`src/rtl/gray_converter_round_robin_arbiter.sv`:
```
// Four requesters share one registered Binary-to-Gray converter.
// Arbitration is round-robin; each grant is followed by a one-cycle ack.
module gray_converter_round_robin_arbiter #(
  parameter int unsigned DATA_WIDTH = 4
) (
  input  logic                      Clock,
  input  logic                      Reset,
  input  logic [3:0]                Req,
  input  logic [4*DATA_WIDTH-1:0]   Binary_Code_In,
  output logic [3:0]                Grant,
  output logic [3:0]                Ack,
  output logic [DATA_WIDTH-1:0]     Gray_Code_Out,
  output logic                      Gray_Valid,
  output logic                      Busy
);

  typedef enum logic {StIdle, StConvert} state_e;

  state_e                state_q, state_d;
  logic [DATA_WIDTH-1:0] operand_q, operand_d;
  logic [DATA_WIDTH-1:0] gray_q, gray_d;
  logic [1:0]            ptr_q, ptr_d;
  logic [1:0]            winner_q, winner_d;
  logic [3:0]            grant_q, grant_d;
  logic [3:0]            ack_q, ack_d;
  logic                  valid_q, valid_d;
  logic                  busy_q, busy_d;

  logic                  found;
  logic [1:0]            pick;

  // Search starts at the priority pointer and wraps modulo 4.
  always_comb begin
    logic [1:0] idx;
    found = 1'b0;
    pick  = ptr_q;
    idx   = ptr_q;
    for (int i = 0; i < 4; i++) begin
      idx = ptr_q + 2'(i);
      if (!found && Req[idx]) begin
        found = 1'b1;
        pick  = idx;
      end
    end
  end

  always_comb begin
    state_d   = state_q;
    operand_d = operand_q;
    gray_d    = gray_q;
    ptr_d     = ptr_q;
    winner_d  = winner_q;
    grant_d   = 4'b0000;
    ack_d     = 4'b0000;
    valid_d   = 1'b0;
    busy_d    = 1'b0;
    unique case (state_q)
      StIdle: begin
        if (found) begin
          operand_d = Binary_Code_In[pick*DATA_WIDTH +: DATA_WIDTH];
          winner_d  = pick;
          grant_d   = 4'b0001 << pick;
          busy_d    = 1'b1;
          state_d   = StConvert;
        end
      end
      StConvert: begin
        // Req is ignored here; the operand was latched at grant time.
        gray_d  = operand_q ^ (operand_q >> 1);
        ack_d   = 4'b0001 << winner_q;
        valid_d = 1'b1;
        ptr_d   = winner_q + 2'd1;
        state_d = StIdle;
      end
      default: state_d = StIdle;
    endcase
  end

  always_ff @(posedge Clock or posedge Reset) begin
    if (Reset) begin
      state_q   <= StIdle;
      operand_q <= '0;
      gray_q    <= '0;
      ptr_q     <= 2'd0;
      winner_q  <= 2'd0;
      grant_q   <= 4'b0000;
      ack_q     <= 4'b0000;
      valid_q   <= 1'b0;
      busy_q    <= 1'b0;
    end else begin
      state_q   <= state_d;
      operand_q <= operand_d;
      gray_q    <= gray_d;
      ptr_q     <= ptr_d;
      winner_q  <= winner_d;
      grant_q   <= grant_d;
      ack_q     <= ack_d;
      valid_q   <= valid_d;
      busy_q    <= busy_d;
    end
  end

  assign Grant         = grant_q;
  assign Ack           = ack_q;
  assign Gray_Code_Out = gray_q;
  assign Gray_Valid    = valid_q;
  assign Busy          = busy_q;

endmodule

```
`config.mk`:
```
export PLATFORM = sky130hd
export DESIGN_NAME = gray_converter_round_robin_arbiter
export DESIGN_NICKNAME = d
export VERILOG_FILES = /design/src/rtl/gray_converter_round_robin_arbiter.sv
export SDC_FILE = /design/constraint.sdc
export NUM_CORES = 1
export LEC_CHECK = 0
export ABC_AREA = 1
export BUFFER_PORTS_ARGS = -buffer_cell sky130_fd_sc_hd__buf_4
export CORE_ASPECT_RATIO = 0.75
export CORE_UTILIZATION = 55
export CTS_BUF_LIST = sky130_fd_sc_hd__clkbuf_8
export DETAILED_ROUTE_END_ITERATION = 8
export HOLD_SLACK_MARGIN = 0.15
export PLACE_DENSITY = 0.88
export SETUP_SLACK_MARGIN = 0.05
export SYNTH_ARGS = -nofsm -noshare
export SYNTH_HDL_FRONTEND = slang
export SYNTH_SLANG_ARGS = --single-unit
```
`constraint.sdc`:
```
create_clock -name Clock -period 2.6 [get_ports Clock]
set_clock_uncertainty 0.15 [all_clocks]
set_input_delay 0.13 -clock Clock [delete_from_list [all_inputs] [get_ports Clock]]
set_output_delay 0.13 -clock Clock [all_outputs]
set_load 0.1 [all_outputs]
```
======== Word-level counts from Yosys, hierarchy flattened ========
Cells that the tools add are included.
operators by class
  add/subtract/negate cells ............... 4
  $lt $le $gt $ge ......................... 4
  shifts and indexed selects .............. 3
  muxes and demuxes ....................... 22
  bitwise operators ....................... 2
  reductions and logical operators ........ 7
operators with widths
  operator                                                              number
  16-bit by 5-bit indexed part select with 4-bit output                 1
  2-bit by 3-bit < comparator with 1-bit output, second input constant  4
  4-bit two-way mux                                                     3
  1-bit two-way mux                                                     11
  1-bit binary-select mux with 2-bit select                             4
  1-bit by 2-bit left shift with 4-bit output, first input constant     2
  2-bit two-way mux                                                     3
  2-bit by 1-bit adder with 2-bit output, second input constant         2
  2-bit adder, second input constant                                    2
  4-bit by 3-bit bitwise XOR with 4-bit output                          1
  1-bit logical AND                                                     3
  1-bit zero test                                                       3
  1-bit one-hot mux with 2 select lines                                 1
  2-bit AND reduction                                                   1
  1-bit NOT                                                             1
word-level totals
  register bits ........................... 23
  input bits .............................. 22
  output and inout bits ................... 14
  logic and storage cells ................. 51

======== Logic depth before layout (Yosys ltp) ========
Gate-level depths: netlist (run 1).
  word-level depth ........................ 15
  depth in mapped cells ................... 16
  mapped depth without buffers ............ 15

======== Worst setup path after synthesis (run 1) ========
Ideal clock, no wire load.
  path type ............................... reg-to-reg
  start ................................... register, netlist name Busy
  end ..................................... register winner_q[1]
  library setup time ...................... 0.119 ns
  arrival time ............................ 1.884 ns
  required time ........................... 2.331 ns
  path slack .............................. 0.447 ns
  cell stages (with the launch flop) ...... 6
  path buffers ............................ 1
  clock period less this slack ............ 2.153 ns
  path through ............................ dfrtp_1 > clkbuf_1 > clkinv_1 > o21ai_4 > inv_2 > o21a_1
RTL lines
  item                  RTL line  text
  to (signal assigned)  95        winner_q <= winner_d;
  to (decl)             23        logic [1:0] winner_q, winner_d;

======== Worst setup path in the final report (run 1) ========
  start ................................... register ptr_q[0]
  end ..................................... register operand_q[3]
between the ends
  longest elaborated chain between the ends .. 13
  elaborated cells between the ends (all ways) .. 26
  those cells by class .................... add/sub: 3; shift: 1; mux: 15; reduce/logical: 7
ends and longest elaborated chain
  item                                                                                             RTL line  text
  from (decl)                                                                                      22        logic [1:0] ptr_q, ptr_d;
  from (signal assigned)                                                                           94        ptr_q <= ptr_d;
  parallel branches: the longest is 13 deep, another holds 2-bit by 1-bit adder with 2-bit output  --
  to (signal assigned)                                                                             92        operand_q <= operand_d;
  to (decl)                                                                                        20        logic [DATA_WIDTH-1:0] operand_q, operand_d;
Parallel ways; which one is timed is not known. The select of a mux whose other input is x is not followed.
A chain may end at the register's enable or synchronous reset.

==> metrics, run 1 <==
GR Overflow Total=0; net count after synthesis=223; count leader, synth=nand2_1; Core Region=0.00236 mm^2; RR Startpoint=ptr_q[0]$_DFFE_PP0P_; P&R area growth vs syn=27.5%; Post-synth ARST share=1.00; vias per std cell=just over 5; vias in the first global route=1208; Routed Antenna Nets=0; Area contributors post-synth=dfrtp_1, nand2_1, nand3_1; CP Launch Type=flop; min-delay src=Binary_Code_In[5]; row count=15; Initial Utilization=0.602; clock sink count=22; post-synthesis sequential area ratio=0.387; Die W=60.8 um; fin crit share=0.840; Reg2Reg Depth=14; synth cell count leaders=nand2_1, nand3_1, dfrtp_1; CP Max Fanout=13; post-cts hold buffer count=3; CTS root buffer=clkbuf_8; HPWL after DPL=2.42 mm; Skew-Pair Late Insertion Delay=0.26 ns; GRT Util Overall=0.259; endpoints failing hold=0; RSZ-0062 raised after global routing=false; cell count after synthesis=197; WHS Path Cells=7; Final #Nets=264; Crit. End Element=flop; Layout Utilization=0.768; Yosys reg bits=22; share of cells above drive strength 1=0.245; Setup violations, final=0; max frequency=458 MHz; Top-Level Pins=36; Worst-Margin Slew=0.787 ns; Avg WL per Cell=11.8 um; Fin Setup TNS=0 ns; status=completed; syn_area_per_cell=7.23 um^2; pin count of the biggest net entering global routing=23; largest area contributor in the netlist=dfrtp_1; filler instances=190; initial antenna violation count=0; routability congestion estimate=0.987; Ys Warns=0; relative slew slack=0.475; Max-Cap Viols=0; die height=46.1 um; Post-CTS Setup Bufs=0; Final min period=~2.2 ns; maximum buffer depth of the clock tree=2; Crit path arrival time=2.18 ns; CTS tree=done; ant diodes=0; Top FF cell, synth=dfrtp_1; CP Class=reg2reg; initial DRC count=98; Post-synth EDFFs=0; CTS buffer count=3; first-pass GRT wire length=5.24 mm; IO buf count=35; Synth Cell Area=0.00142 mm^2; drt total wl=3.20 mm; Total Die Area=0.00280 mm^2; Synth cell types=21; Remaining DRCs=0; Clk pin slew, worst setup/hold paths=0.08 ns; routed via count=1386; Pre-antenna DRT Iters=4; post-synth top area share=0.387; CP Data Required Time=2.60 ns; HP Class=in2reg; CP Launch Point=ptr_q[0]$_DFFE_PP0P_; H-tree depth=1; final slew viol count=0; CTS resizes=0
==> layout make-up <==
| cell class | instances | area (um^2) | share of cell area |
|---|---|---|---|
| Multi-Input combinational cell | 155 | 787 | 0.433 |
| Inverter | 17 | 63.8 | 0.0351 |
| Timing Repair Buffer | 39 | 300 | 0.165 |
| Sequential cell | 22 | 551 | 0.303 |
| Clock inverter | 1 | 30.0 | 0.0165 |
| Clock buffer | 3 | 41.3 | 0.0227 |
| Tap cell | 34 | 42.5 | 0.0234 |
==> path summary, 6_finish.rpt <==
kind,endpoint,slack (ns)
setup / recovery,operand_q[3]$_DFFE_PP0P_,0.42
hold / removal,operand_q[1]$_DFFE_PP0P_,0.15
setup reg to reg,operand_q[3]$_DFFE_PP0P_,0.42
hold reg to reg,Gray_Code_Out[3]$_DFFE_PP0P_,0.32
max in group asynchronous,operand_q[2]$_DFFE_PP0P_,1.39
min in group asynchronous,Ack[0]$_DFF_PP0_,0.42
==> worst max-delay path, cell delays in order (launching register included) <==
cell	delay, ns
dfrtp_1	0.45
inv_2	0.22
nand2_1	0.08
nand2_1	0.14
nand2_1	0.11
nand2_4	0.13
nand2_1	0.10
nand2_1	0.07
nand3_1	0.08
nand3_1	0.08
nand2_1	0.16
nand2_1	0.11
nand2_1	0.07
nand2_1	0.06
nand2_1	0.06
==> cell usage in the layout, fill, tap and decap left out <==
cell and instances:
inv_2 3, bufinv_16 1, nor2_1 2, buf_4 36, clkbuf_8 3, dlygate4sd3_1 3
nand2_2 9, nand3_1 31, xnor2_1 3, inv_1 12, nor2_8 1, o21ai_0 6
nand2_4 1, nand4_2 1, o21ai_4 1, nand4_4 2, clkinv_1 2, nand2_1 91
ha_1 4, o21a_1 1, dfrtp_1 22, nor3_1 2
==> per-layer routing <==
layer,share of wire,wire [um],vias up,track usage
li1,-,-,704,-
met1,0.45,1440,608,0.355
met2,0.46,1470,70,0.418
met3,0.083,265,4,0.0646
met4,0.0078,25,0,0.0545
met5,0,0,-,0
==> state kept, by name, summed over array words and instances (netlist names) <==
name,cells
Gray_Valid,1
ptr_q,2
Grant,4
Ack,4
operand_q,4
winner_q,2
Busy,1
Gray_Code_Out,4
==> stage by stage <==
stage	worst slack (ns)	instance area (um^2)	hold slack, ns	instances
2_1_floorplan	0.447	1420	-0.0308	197
3_3_place_gp	0.545	1710	0.165	264
3_5_place_dp	0.483	1710	0.172	264
4_1_cts	0.453	1820	0.153	271
5_1_grt	0.189	1820	0.183	271
6_report	0.416	1820	0.154	271
==> logic make-up after synthesis <==
group / count (synthesis) / synth area share
compound gates: 8 / 0.0378
buf+inv: 20 / 0.0606
xor+xnor: 3 / 0.0185
flops: 22 / 0.387
fa+ha+maj: 4 / 0.0352
simple gates: 140 / 0.461
Power of run 1 is left out: the tool's default activity adds up to more than one toggle a clock period on the data nets, which glitch-free logic cannot reach.
==> inputs of run 2 (changes only) <==
CORE_UTILIZATION = 49   (was 55)
PLACE_DENSITY = 0.83   (was 0.88)
clock period = 2 ns   (was 2.6 ns; I/O delays follow)
==> run 2 against run 1 <==
  * Non-clock buffer count rose by 24
  * Flip-flop and latch count did not move
  * Clock-buffer cell count did not move
  * Cell area rose by 18%
  * Register-to-register slack got worse by 0.40 ns
  * Sequential share of layout area down 4.6 points
  * Die area rose by 12%
  * Wire length is 22% higher
  * Critical endpoint is now operand_q[1]$_DFFE_PP0P_
==> metrics, run 2 (synthesis results as in run 1) <==
die height=48.7 um; Remaining DRCs=0; Seq. cell area=553 um^2; H-tree depth=1; commonest cells after routing, fill and taps aside=nand2_1, buf_4, nand3_1; Crit. End Element=flop; Core Region=0.00268 mm^2; commonest non-fill, non-tap cell in the layout=nand2_1; placed insts=between 200 and 300; relative slew slack=0.646; CP Class=reg2reg; vias in the first global route=approximately 1400; drt total wl=~3.9 mm; clock sink count=22; fin crit share=0.992; HP Class=in2reg; ant diodes=0; Final min period=1.98 ns; Worst-Margin Slew=0.531 ns; Final #Nets=290; HPWL after DPL=2.42 mm; min-delay src=Binary_Code_In[1]; GR Overflow Total=0; setup slack after layout=approximately 0.015 ns; max frequency=504 MHz; Top-Level Pins=36; vias per std cell=around 5.4; CP Max Fanout=6; GRT Util Overall=0.245; CP Launch Type=flop; endpoints failing hold=0; Avg WL per Cell=13.1 um; routability congestion estimate=0.841; Setup violations, final=0; CTS buffer count=3; pin count of the biggest net entering global routing=15; final slew viol count=0; Crit path arrival time=1.99 ns; initial antenna violation count=0; CP Data Required Time=2.01 ns; Pre-antenna DRT Iters=4; first-pass GRT wire length=~6.0 mm; Initial Utilization=0.531; initial DRC count=92; Clk pin slew, worst setup/hold paths=0.08 ns; RR Startpoint=ptr_q[0]$_DFFE_PP0P_; Skew-Pair Late Insertion Delay=between 0.2 and 0.3 ns; status=completed; IO buf count=35; share of cells above drive strength 1=0.331; row count=16; CTS tree=done; non-filler cells in the finished layout=299; CTS root buffer=clkbuf_8; CP Launch Point=ptr_q[0]$_DFFE_PP0P_; P&R area growth vs syn=51.0%; maximum buffer depth of the clock tree=2; Total Die Area=0.00313 mm^2; routed via count=1605; Die W=64.2 um; filler instances=179; RSZ-0062 raised after global routing=true; area of the multi-input gates=875 um^2; Routed Antenna Nets=0; post-place setup slack=about 0.00058 ns; Max-Cap Viols=0
run 2: cell types whose count changed in the layout (fill, tap and decap cells not counted), sizes merged:
cell / previous run / this run
clkinv: 2 / 3
nand4: 3 / 4
dlygate4sd3: 3 / 14
buf: 36 / 49
nand2: 101 / 102
inv: 15 / 14
run 2: final cells by class:
cell class	instances	share of cell area
multi-input cells	157	0.407
inverters	17	0.0320
well taps	36	0.0210
clock buffers	3	0.0192
clock inverters	1	0.0140
repair buffers	63	0.250
flip-flops and latches	22	0.257
run 2: critical path, stage by stage, from the launching register on:
cell     delay, ns
dfrtp_2       0.45
buf_6         0.14
nand2_1       0.09
nand3_1       0.13
nand2_4       0.15
nand3_1       0.11
nand3_1       0.14
nand2_1       0.07
nand2_1       0.09
nand2_2       0.09
nand2_1       0.08
nand2_1       0.06
nand2_1       0.06
nand2_1       0.06
run 2: stage by stage:
stage | TNS, ns | hold slack, ns | utilization | cell area, um^2
after global routing | -0.479 | 0.195 | 0.801 | 2150
after global placement | 0 | 0.0133 | 0.660 | 1770
after detailed placement | 0 | 0.0197 | 0.660 | 1770
final | 0 | 0.169 | 0.801 | 2150
after CTS | 0 | 0.151 | 0.757 | 2030
after floorplan | 0 | -0.0608 | - | 1430
run 2: metal layers:
metal  track usage  wire [um]  vias up
met5             0          0        -
met1         0.341       1650      738
met2         0.382       1850       93
li1              -          -      756
met3        0.0566        313       18
met4        0.0630         94        0
run 2: final timing paths:
path	end	slack [ns]	cells past startpoint
hold reg to reg	Gray_Code_Out[3]$_DFFE_PP0P_	0.33	2
setup / recovery	operand_q[1]$_DFFE_PP0P_	0.02	13
setup reg to reg	operand_q[1]$_DFFE_PP0P_	0.02	13
min in group asynchronous	Ack[3]$_DFF_PP0_	0.28	3
max in group asynchronous	ptr_q[0]$_DFFE_PP0P_	0.89	4
hold / removal	operand_q[1]$_DFFE_PP0P_	0.17	7
run 2: what timing repair did:
action / in CTS / in global routing
buffers inserted: 2 / 3
hold buffers: 14 / 0
endpoints found under the hold margin: 17 / 0
cloned: 0 / 3
setup endpoints to repair: 7 / 10
resized for setup: 8 / 15
pin swaps: 0 / 7
Power of run 2 is left out for the same reason.
==> inputs of run 3 (changes only) <==
RECOVER_POWER = 100   (was not set)
==> run 3 against run 2 <==
  * First-iteration DRC count decreased by 8.7%
  * Register-to-register slack about the same
  * Setup slack improved by 0.0034 ns
  * Final cell count unchanged
  * Critical path depth unchanged
  * Critical endpoint unchanged
  * Highest routed layer unchanged
  * Cell area decreased by 1.9%
  * Utilization decreased by 1.5 points
  * Via count decreased by 0.87%
  * Maximum frequency increased by 0.17%
  * Worst hold slack improved by 0.00078 ns
  * Flip-flop and latch count unchanged
==> metrics, run 3 (synthesis results as in run 1) <==
GRT Util Overall=0.245; filler instances=184; met3 global-route usage=0.0566; initial antenna violation count=0; pin count of the biggest net entering global routing=15; routed via count=1591; commonest non-fill, non-tap cell in the layout=nand2_1; Pre-antenna DRT Iters=4; non-filler cells in the finished layout=299; Total Die Area=0.00313 mm^2; Clk pin slew, worst setup/hold paths=about 0.08 ns; Crit. End Element=flop; IO buf count=35; HP Class=in2reg; maximum buffer depth of the clock tree=2; row count=16; Critical-path top delay cell=dfrtp_2; Routed Antenna Nets=0; WP depth=13; clock sink count=22; initial DRC count=84; GR peak layer=met2; max frequency=505 MHz; Crit path arrival time=a little under 2 ns; CTS tree=done; Worst-Margin Slew=about 1.2 ns; GR Overflow Total=0; GRT met2 Usage=0.382; Reg2Reg Depth=13; commonest cells after routing, fill and taps aside=nand2_1, buf_4, nand3_1; CP Max Fanout=6; first-pass GRT wire length=5.95 mm; Die W=roughly 64 um; WP buf/inv=1; routability congestion estimate=0.841; vias in the first global route=between 1000 and 1500; CTS buffer count=3; Final #Nets=290; most used cell, CP=nand2_1; Setup violations, final=0; RSZ-0062 raised after global routing=true; HPWL after DPL=2.42 mm; Avg WL per Cell=between 10 and 15 um; drt total wl=3.94 mm; vias per std cell=between 5 and 6; die height=48.7 um; Layout Utilization=0.786; Skew-Pair Late Insertion Delay=0.26 ns; CTS root buffer=clkbuf_8; CP Cell Sequence=buf_6, nand2_1, nand3_1, nand2_4, nand3_1, nand3_1, nand2_1, nand2_1, nand2_2, nand2_1, nand2_1, nand2_1, nand2_1; status=completed; Min Hold Slack=0.170 ns; share of cells above drive strength 1=0.319; CP Launch Point=ptr_q[0]$_DFFE_PP0P_; Core Region=approximately 0.0027 mm^2; post-place setup slack=0.000575 ns; endpoints failing hold=0; P&R area growth vs syn=48.1%; Max-Cap Viols=0; GR Layer Usage met1=0.341; Remaining DRCs=0; CP Launch Type=flop; Initial Utilization=0.531; CP top delay family=simple AND/OR/NAND/NOR gates; worst r2r dst=operand_q[1]$_DFFE_PP0P_; Top-Level Pins=36; Final min period=1.98 ns; RR Startpoint=ptr_q[0]$_DFFE_PP0P_; CP Class=reg2reg; fin crit share=0.991; CP Data Required Time=approximately 2.0 ns; H-tree depth=1; CP max stage delay=0.45 ns; final slew viol count=0; relative slew slack=0.232; R2R setup slack=about 0.019 ns; setup slack after layout=0.0188 ns; placed insts=about 270; ant diodes=0; crit path to=operand_q[1]$_DFFE_PP0P_
-- run 3: cell count changes in the layout (fill, tap and decap cells not counted), sizes merged --
cell	before	now
buf	49	33
clkbuf	3	19
-- run 3: worst reg2reg max path, delay by kind of cell, from the launching register on --
| family | cells | cell delay (ns) |
|---|---|---|
| flops | 1 | 0.45 |
| buf+inv | 1 | 0.15 |
| simple gates | 12 | 1.13 |
-- run 3: how the worst min path moves through the flow --
stage                 startpoint                        to  slack, ns  cells after the start
2_1_floorplan              Reset          Ack[0]$_DFF_PP0_      -0.06                      1
3_3_place_gp               Reset          Ack[3]$_DFF_PP0_       0.01                      2
3_5_place_dp               Reset          Ack[3]$_DFF_PP0_       0.02                      2
4_1_cts        Binary_Code_In[1]  operand_q[1]$_DFFE_PP0P_       0.15                      7
5_1_grt        Binary_Code_In[1]  operand_q[1]$_DFFE_PP0P_       0.19                      7
6_report       Binary_Code_In[9]  operand_q[1]$_DFFE_PP0P_       0.17                      7
-- run 3: area by class of cell --
type / instances / area [um^2] / area share
Tap cell: 36 / 45.0 / 0.0214
Clock buffer: 3 / 41.3 / 0.0196
Clock inverter: 1 / 30.0 / 0.0142
Multi-Input combinational cell: 157 / 875 / 0.415
Timing Repair Buffer: 63 / 497 / 0.236
Sequential cell: 22 / 552 / 0.262
Inverter: 17 / 68.8 / 0.0326
-- run 3: per-stage QoR --
step	TNS [ns]	instance area, um^2
floorplan	0	1430
global placement	0	1770
detailed placement	0	1770
CTS	0	2030
global route	-0.479	2110
finish	0	2110
-- run 3: timing repair --
action / 4_1_cts / 5_1_grt
endpoints found under the setup margin: 7 / 10
resized for setup: 8 / 15
pin swaps: 0 / 7
cloned: 0 / 3
setup buffers: 2 / 3
hold buffers: 14 / 0
endpoints found under the hold margin: 17 / 0
-- run 3: layer usage --
layer | vias to the layer above | share of wire
li1 | 756 | -
met1 | 752 | 0.44
met2 | 75 | 0.48
met3 | 8 | 0.065
met4 | 0 | 0.013
met5 | - | 0
Power of run 3 is left out for the same reason.
